## src/rtl/kb_row_scan.sv

```systemverilog
// 4x4 keypad row driver with debounced key capture (SCAN -> DEBOUNCE -> HELD).
// Define KB_REPEAT_EN to make a held key strobe key_valid every REPEAT_SCANS samples.
module kb_row_scan #(
  parameter int SCAN_DIV     = 1000,
  parameter int DEBOUNCE_CNT = 8,
  parameter int REPEAT_SCANS = 200
) (
  input  logic       clk,
  input  logic       rst_n,
  input  logic [3:0] K_COL,
  output logic [3:0] K_ROW,
  output logic [3:0] key_code,
  output logic       key_valid,
  output logic       key_held
);
  localparam int DIV_W = (SCAN_DIV > 1) ? $clog2(SCAN_DIV) : 1;
  localparam int CNT_W = $clog2(DEBOUNCE_CNT + 1);
  localparam logic [DIV_W-1:0] DIV_LAST = DIV_W'(SCAN_DIV - 1);
  localparam logic [CNT_W-1:0] CNT_DONE = CNT_W'(DEBOUNCE_CNT);

  typedef enum logic [1:0] {SCAN, DEBOUNCE, HELD} state_t;

  state_t           state_reg;
  logic [DIV_W-1:0] div_reg;
  logic [1:0]       r_reg;
  logic [CNT_W-1:0] cnt_reg;
  logic [3:0]       cand_reg;
  logic [3:0]       row_reg;
  logic [3:0]       code_reg;
  logic             valid_reg;
  logic             held_reg;

  logic             sample;
  logic             hit;
  logic [1:0]       col;
  logic [3:0]       code;
  logic [1:0]       r_inc;
  logic [3:0]       row_inc;
  logic [CNT_W-1:0] cnt_inc;
  logic             release_done;
  logic             rep_fire;

  assign sample  = (div_reg == DIV_LAST);
  assign r_inc   = r_reg + 2'd1;
  assign cnt_inc = cnt_reg + CNT_W'(1);
  assign code    = {r_reg, col};
  assign release_done = K_COL[cand_reg[1:0]] && (cnt_inc == CNT_DONE);

  // Active-low drive pattern for the row after r_reg
  for (genvar gi = 0; gi < 4; gi++) begin : g_row
    assign row_inc[gi] = (r_inc != 2'(gi));
  end

  // Lowest-index low column wins
  always_comb begin
    hit = 1'b0;
    col = 2'd0;
    for (int i = 3; i >= 0; i--) begin
      if (!K_COL[i]) begin
        hit = 1'b1;
        col = 2'(i);
      end
    end
  end

`ifdef KB_REPEAT_EN
  localparam int REP_W = $clog2(REPEAT_SCANS + 1);
  localparam logic [REP_W-1:0] REP_DONE = REP_W'(REPEAT_SCANS);
  logic [REP_W-1:0] rep_reg;
  logic [REP_W-1:0] rep_inc;

  assign rep_inc  = rep_reg + REP_W'(1);
  assign rep_fire = sample && (state_reg == HELD) && (rep_inc == REP_DONE);

  // Restarts on every entry to HELD because it is cleared in all other states
  always_ff @(posedge clk) begin
    if (!rst_n || state_reg != HELD) begin
      rep_reg <= '0;
    end else if (sample) begin
      rep_reg <= (rep_inc == REP_DONE) ? '0 : rep_inc;
    end
  end
`else
  assign rep_fire = 1'b0;
`endif

  always_ff @(posedge clk) begin
    if (!rst_n) begin
      state_reg <= SCAN;
      div_reg   <= '0;
      r_reg     <= 2'd0;
      cnt_reg   <= '0;
      cand_reg  <= 4'h0;
      row_reg   <= 4'b1110;
      code_reg  <= 4'h0;
      valid_reg <= 1'b0;
      held_reg  <= 1'b0;
    end else begin
      valid_reg <= 1'b0;
      div_reg   <= sample ? '0 : div_reg + DIV_W'(1);
      if (sample) begin
        unique case (state_reg)
          SCAN: begin
            if (!hit) begin
              r_reg   <= r_inc;
              row_reg <= row_inc;
            end else if (DEBOUNCE_CNT == 1) begin
              cand_reg  <= code;
              code_reg  <= code;
              valid_reg <= 1'b1;
              held_reg  <= 1'b1;
              cnt_reg   <= '0;
              state_reg <= HELD;
            end else begin
              cand_reg  <= code;
              cnt_reg   <= CNT_W'(1);
              state_reg <= DEBOUNCE;
            end
          end
          DEBOUNCE: begin
            if (hit && code == cand_reg) begin
              if (cnt_inc == CNT_DONE) begin
                code_reg  <= cand_reg;
                valid_reg <= 1'b1;
                held_reg  <= 1'b1;
                cnt_reg   <= '0;
                state_reg <= HELD;
              end else begin
                cnt_reg <= cnt_inc;
              end
            end else begin
              cnt_reg   <= '0;
              r_reg     <= r_inc;
              row_reg   <= row_inc;
              state_reg <= SCAN;
            end
          end
          HELD: begin
            if (release_done) begin
              held_reg  <= 1'b0;
              cnt_reg   <= '0;
              r_reg     <= r_inc;
              row_reg   <= row_inc;
              state_reg <= SCAN;
            end else begin
              // Any pressed sample restarts the release count
              cnt_reg <= K_COL[cand_reg[1:0]] ? cnt_inc : '0;
              if (rep_fire) valid_reg <= 1'b1;
            end
          end
          default: state_reg <= SCAN;
        endcase
      end
    end
  end

  assign K_ROW     = row_reg;
  assign key_code  = code_reg;
  assign key_valid = valid_reg;
  assign key_held  = held_reg;
endmodule
```

## config.mk

```make
export PLATFORM = sky130hd
export DESIGN_NAME = kb_row_scan
export DESIGN_NICKNAME = d
export VERILOG_FILES = /design/src/rtl/kb_row_scan.sv
export SDC_FILE = /design/constraint.sdc
export NUM_CORES = 1
export LEC_CHECK = 0
export CAP_MARGIN = 20
export CORE_ASPECT_RATIO = 0.9
export CORE_MARGIN = 2
export CORE_UTILIZATION = 50
export CTS_BUF_LIST = sky130_fd_sc_hd__clkbuf_2
export DETAILED_ROUTE_END_ITERATION = 10
export PLACE_DENSITY = 0.74
export SYNTH_ARGS = -nofsm -noshare
export SYNTH_HDL_FRONTEND = slang
export SYNTH_SLANG_ARGS = --single-unit
```

## constraint.sdc

```tcl
create_clock -name clk -period 2.3 [get_ports clk]
set_clock_uncertainty 0.2 [all_clocks]
set_input_delay 0.575 -clock clk [delete_from_list [all_inputs] [get_ports clk]]
set_output_delay 0.575 -clock clk [all_outputs]
set_load 0.01 [all_outputs]
```

# Yosys cells after proc, flatten, opt, wreduce, memory -nomap -nowiden
# Index checks and enable logic that the tools add are counted.
totals:
  register_bits: 32
  latchBits: 0
  ramBits: 0
  rom_bits: 0
  in_bits: 6
  output_inout_bits: 10
  elab_cells: 77
  memories: 0
classes:
  add_sub_neg: 3
  mul: 0
  div: 0
  n_lt_le_gt_ge: 1
  eq_ne: 15
  shift: 0
  muxes: 34
  n_bitwise: 1
  reduce_logical: 14
op_table:
  columns: ["op", "count"]
  rows:
  - ["4-bit two-way mux", 8]
  - ["4-bit one-hot mux with 3 select lines", 2]
  - ["2-bit two-way mux", 11]
  - ["2-bit inequality test (second input constant)", 8]
  - ["2-bit one-hot mux with 3 select lines", 2]
  - ["4-bit AND reduction", 3]
  - ["10-bit by 1-bit adder with 10-bit output (second input constant)", 1]
  - ["10-bit equality test (second input constant)", 1]
  - ["5-bit AND reduction", 2]
  - ["1-bit two-way mux", 9]
  - ["3-bit AND reduction", 2]
  - ["4-bit by 1-bit adder with 4-bit output (second input constant)", 1]
  - ["4-bit equality test", 1]
  - ["4-bit equality test (second input constant)", 1]
  - ["2-bit nonzero test", 2]
  - ["2-bit by 3-bit < comparator with 1-bit output (second input constant)", 1]
  - ["3-bit inequality test (second input constant)", 1]
  - ["3-bit nonzero test", 1]
  - ["2-bit by 1-bit adder with 2-bit output (second input constant)", 1]
  - ["1-bit binary-select mux with 2-bit select", 1]
  - ["2-bit by 1-bit equality test with 1-bit output (second input constant)", 1]
  - ["2-bit equality test (second input constant)", 1]
  - ["1-bit logical AND", 2]
  - ["2-bit logical NOT", 1]
  - ["4 further kinds", 4]

# Logic depth before layout (Yosys ltp)
depth:
  depth_word: 8
  depth_mapped: 8
  mapped_depth_nobuf: 7

# Least setup slack after synthesis
# No wires, ideal clock.
synth_path:
  path_type: "register to register"
  startpoint: "register div_reg[0]"
  endpoint: "register state_reg[0]"
  setup_time_ps: 72
  arrival_ps: 1971
  t_required_ps: 2028
  slack_ps: 57
  path_stages_with_launch: 8
  path_buffers: 1
  synth_period_minus_slack_ps: 2243
  path_cell_list: "dfxtp_1 ha_1 nand2_1 or4_1 buf_2 or3b_1 a21oi_1 mux2i_1"
synth_between:
  elab_chain_cells: 2
synth_lines:
  columns: ["element", "line", "rtl"]
  rows:
  - ["from (decl)", "24", "logic [DIV_W-1:0] div_reg;"]
  - ["from (signal assigned)", "100", "div_reg <= sample ? '0 : div_reg + DIV_W'(1);"]
  - ["10-bit equality test", "43", "assign sample = (div_reg == DIV_LAST);"]
  - ["4-bit AND reduction (no line)", null, null]
  - ["to (signal assigned)", "89", "state_reg <= SCAN;"]
  - ["to (signal assigned)", "113", "state_reg <= HELD;"]
  - ["to (signal assigned)", "117", "state_reg <= DEBOUNCE;"]
  - ["to (decl)", "23", "state_t state_reg;"]
# No other way between the ends.
# A chain may end at the register's enable or synchronous reset.

# Worst setup path after layout
layout_path:
  startpoint: "register div_reg[0]"
  endpoint: "register code_reg[3] (netlist: key_code[3])"
layout_between:
  elab_chain_cells: 2
layout_lines:
  columns: ["element", "line", "rtl"]
  rows:
  - ["10-bit equality test", "43", null]
  - ["4-bit AND reduction (no line)", null, null]
  - ["to (signal assigned)", "109", "code_reg <= code;"]
  - ["to (signal assigned)", "123", "code_reg <= cand_reg;"]
  - ["to (decl)", "29", "logic [3:0] code_reg;"]
# No other way between the ends.

==> impl_metrics.tcl <==
set metrics [dict create \
    seqCellArea_sq_um 644 \
    post_dp_cell_area_sq_mm 0.00192 \
    synth_area_leader_cell "dfxtp_1" \
    dp_hpwl_mm 2.52 \
    die_y_um 57.9 \
    combPwrFrac 0.075 \
    routed_wl_mm 3.73 \
    wl_met2_mm 1.84 \
    swShare 0.242 \
    vias 1460 \
    r2r_slack_ns 0.10 \
    ios 16 \
    timing.rr.end "key_code[3]$_SDFFE_PN0P_" \
    start_util 0.527 \
    power_leakage_nw 0.815 \
    wl_met3_um 183 \
    whs_path_depth 2 \
    dieArea_sq_mm 0.00370 \
    synth_edf_count 0 \
    ys_ff_latch 32 \
    max-vdd-ir-drop_uv 307 \
    min_period_over_period 0.956 \
    finalCriticalPeriod_ns 2.20 \
    p_sw_w 0.000207 \
    slew_headroom 0.704 \
    postCtsHoldBufs 0 \
    largest_register_ffs 10 \
    syn_inst 186 \
    via_per_inst 5.49 \
    drv_slew 0 \
    cts_tree "built" \
    clk_pin_slew_worst_paths_ns 0.15 \
    grt_max_degree 13 \
    p_total_w 0.000858 \
    cts_root_buffer "clkbuf_2" \
    track_usage 0.206 \
    crit_type "flip-flop to flip-flop" \
    status "completed" \
    syn2layout_area_growth_pct 28.4 \
    num-nets-final 242 \
    seq_power_share 0.657 \
    synth_fp_nets 202 \
    drive_gt1_frac 0.183 \
    cts_buffers 5 \
    setup_viol 0 \
    avgSynthCellArea_sq_um 8.69 \
    async_flop_share 0 \
    fin_area_sq_mm 0.00208 \
    cp_max_fo 5 \
    wl_met1_mm 1.68 \
    core_sq_mm 0.00307 \
    synth_area_sq_mm 0.00162 \
    internal-power_w 0.000650 \
    multi_input_area_sq_um 968 \
    ys_top_cells_by_area "dfxtp_1 (40%), ha_1 (7.7%), xnor2_1 (5.4%)" \
    drc 0 \
    regToRegStartpoint "div_reg[0]$_SDFF_PP0_" \
    hold_viol 0 \
    n_antenna_cell 0 \
    synthFlopType "dfxtp_1" \
    reg2reg_depth 9 \
    hold_end "key_code[0]$_SDFFE_PN0P_" \
    max_freq_mhz 455 \
    rows 19 \
    numClockSinks 32 \
    routedWlPerCell_um 14.0 \
    cp-start-kind "flip-flop" \
    gp_congestion 0.899 \
    fillCellCount 238 \
    io_buffers 15 \
    drv_cap 0 \
    clock_power_share 0.268 \
    hp-start "key_code[0]$_SDFFE_PN0P_" \
    drt_iter0_drc 65 \
    powerDensity_mw_per_mm2 413 \
    insertion_delay_ns 0.37 \
    cp.required_ns 2.38 \
    antenna_found_initial 0 \
    holdCritPathClass "flip-flop to flip-flop" \
    clk_path_buf_depth 2 \
    dr.pass1.iters 5 \
    crit_arrival_ns 2.28 \
    ys_seq_area_frac 0.396 \
    ys_types 42 \
    htreeDepth 2 \
    grt_pass1_wl_mm 5.83 \
    worst_pin_slew_ns 0.441 \
    grt_pass1_vias 1350 \
    top_layer_used "met4" \
    synth_top_area_frac 0.396 \
    grt-ovfl-total 0 \
    yosys_warnings 0 \
    detail-route-antenna-nets 0 \
    tns_ns 0 \
    end_kind "flip-flop" \
    die_w_um 63.9 \
]
## per-stage QoR
| step | instances | utilization | worst slack [ns] | hold slack [ns] |
|---|---|---|---|---|
| 6_report | 266 | 0.677 | 0.100 | 0.273 |
| 5_1_grt | 266 | 0.677 | -0.0166 | 0.303 |
| 4_1_cts | 260 | 0.640 | 0.00311 | 0.271 |
| 3_5_place_dp | 255 | 0.627 | -0.533 | 0.252 |
| 3_3_place_gp | 255 | 0.627 | -0.397 | 0.245 |
| 2_1_floorplan | 186 | - | 0.0572 | 0.230 |
## power groups by stage
stage               Clock, W  Sequential (W)  Combinational (W)
floorplan                  0        0.000574          0.0000240
global placement           0        0.000574          0.0000501
detailed placement         0        0.000574          0.0000525
CTS                 0.000229        0.000562          0.0000532
global route        0.000251        0.000564          0.0000691
finish              0.000230        0.000564          0.0000639
## kinds of logic (layout without fill, tap and decap cells)
group,Yosys count,in the layout,synth area share
compound gates,36,36,0.152
xor+xnor,13,13,0.0704
fa+ha+maj,10,10,0.0774
buf+inv,12,50,0.0294
flops,32,32,0.396
mux,3,3,0.0286
simple gates,80,80,0.245
## critical path, stage by stage, from the launching register on
cell     delay (ns)
dfxtp_2        0.38
ha_4           0.14
nand2_1        0.07
or4_4          0.54
buf_4          0.17
nor2_4         0.12
nand4_1        0.17
buf_4          0.22
nand2_1        0.06
a21oi_1        0.06
## timing repair
action                                  CTS  global route
hold endpoints to repair                  0             0
endpoints found under the setup margin   17            22
cloned                                    0             1
resized for setup                         5            15
buffers inserted                          1             5
pin swaps                                 3             5
## cell usage in the layout (no fill, tap or decap), types with 2 or more instances in the layout
cell	count
clkdlybuf4s50_1	11
nor2_1	22
nor3_1	3
xor2_1	3
nand2b_1	3
dfxtp_1	29
nand3_1	10
dlymetal6s2s_1	4
mux2i_1	2
dfxtp_2	3
xnor2_1	9
and2_1	5
o2111ai_1	2
and3_1	6
a21oi_1	12
clkbuf_2	5
nand2_1	20
ha_1	9
o21ai_0	8
buf_4	20
inv_1	7
## cell usage after synthesis, types with 2 or more instances
library cell  count
clkbuf_1          2
o2111ai_1         2
a21oi_1          13
and2_1            5
ha_1             10
nand2_1          20
nor3_1            3
dfxtp_1          32
xnor2_1          10
buf_2             2
nand2b_1          3
mux2i_1           2
nand3_1          10
inv_1             7
o21ai_0           9
xor2_1            3
and3_1            7
nor2_1           22
## cell type report
cell class / count / share of cell area
Clock buffer: 5 / 0.0121
Inverter: 8 / 0.0145
Multi-Input combinational cell: 142 / 0.467
Sequential cell: 32 / 0.310
Tap cell: 42 / 0.0253
Timing Repair Buffer: 37 / 0.171
## worst max path at each step
stage,startpoint,to,slack (ns),cells after the start
5_1_grt,div_reg[0]$_SDFF_PP0_,key_code[2]$_SDFFE_PN0P_,-0.02,9
4_1_cts,K_COL[1],state_reg[0]$_SDFFE_PN0P_,0.003,7
6_report,div_reg[0]$_SDFF_PP0_,key_code[3]$_SDFFE_PN0P_,0.10,9
2_1_floorplan,div_reg[0]$_SDFF_PP0_,state_reg[0]$_SDFFE_PN0P_,0.06,7
3_3_place_gp,K_COL[3],cnt_reg[0]$_SDFFE_PN0P_,-0.40,7
3_5_place_dp,K_COL[3],cnt_reg[0]$_SDFFE_PN0P_,-0.53,7
## metal layers
metal  global-route usage  up-vias
met5                    0        -
met4               0.0901        0
met3               0.0544        4
met2                0.326       39
met1                0.268      694
li1                     -      723
Power figures use the tool's default switching activity.
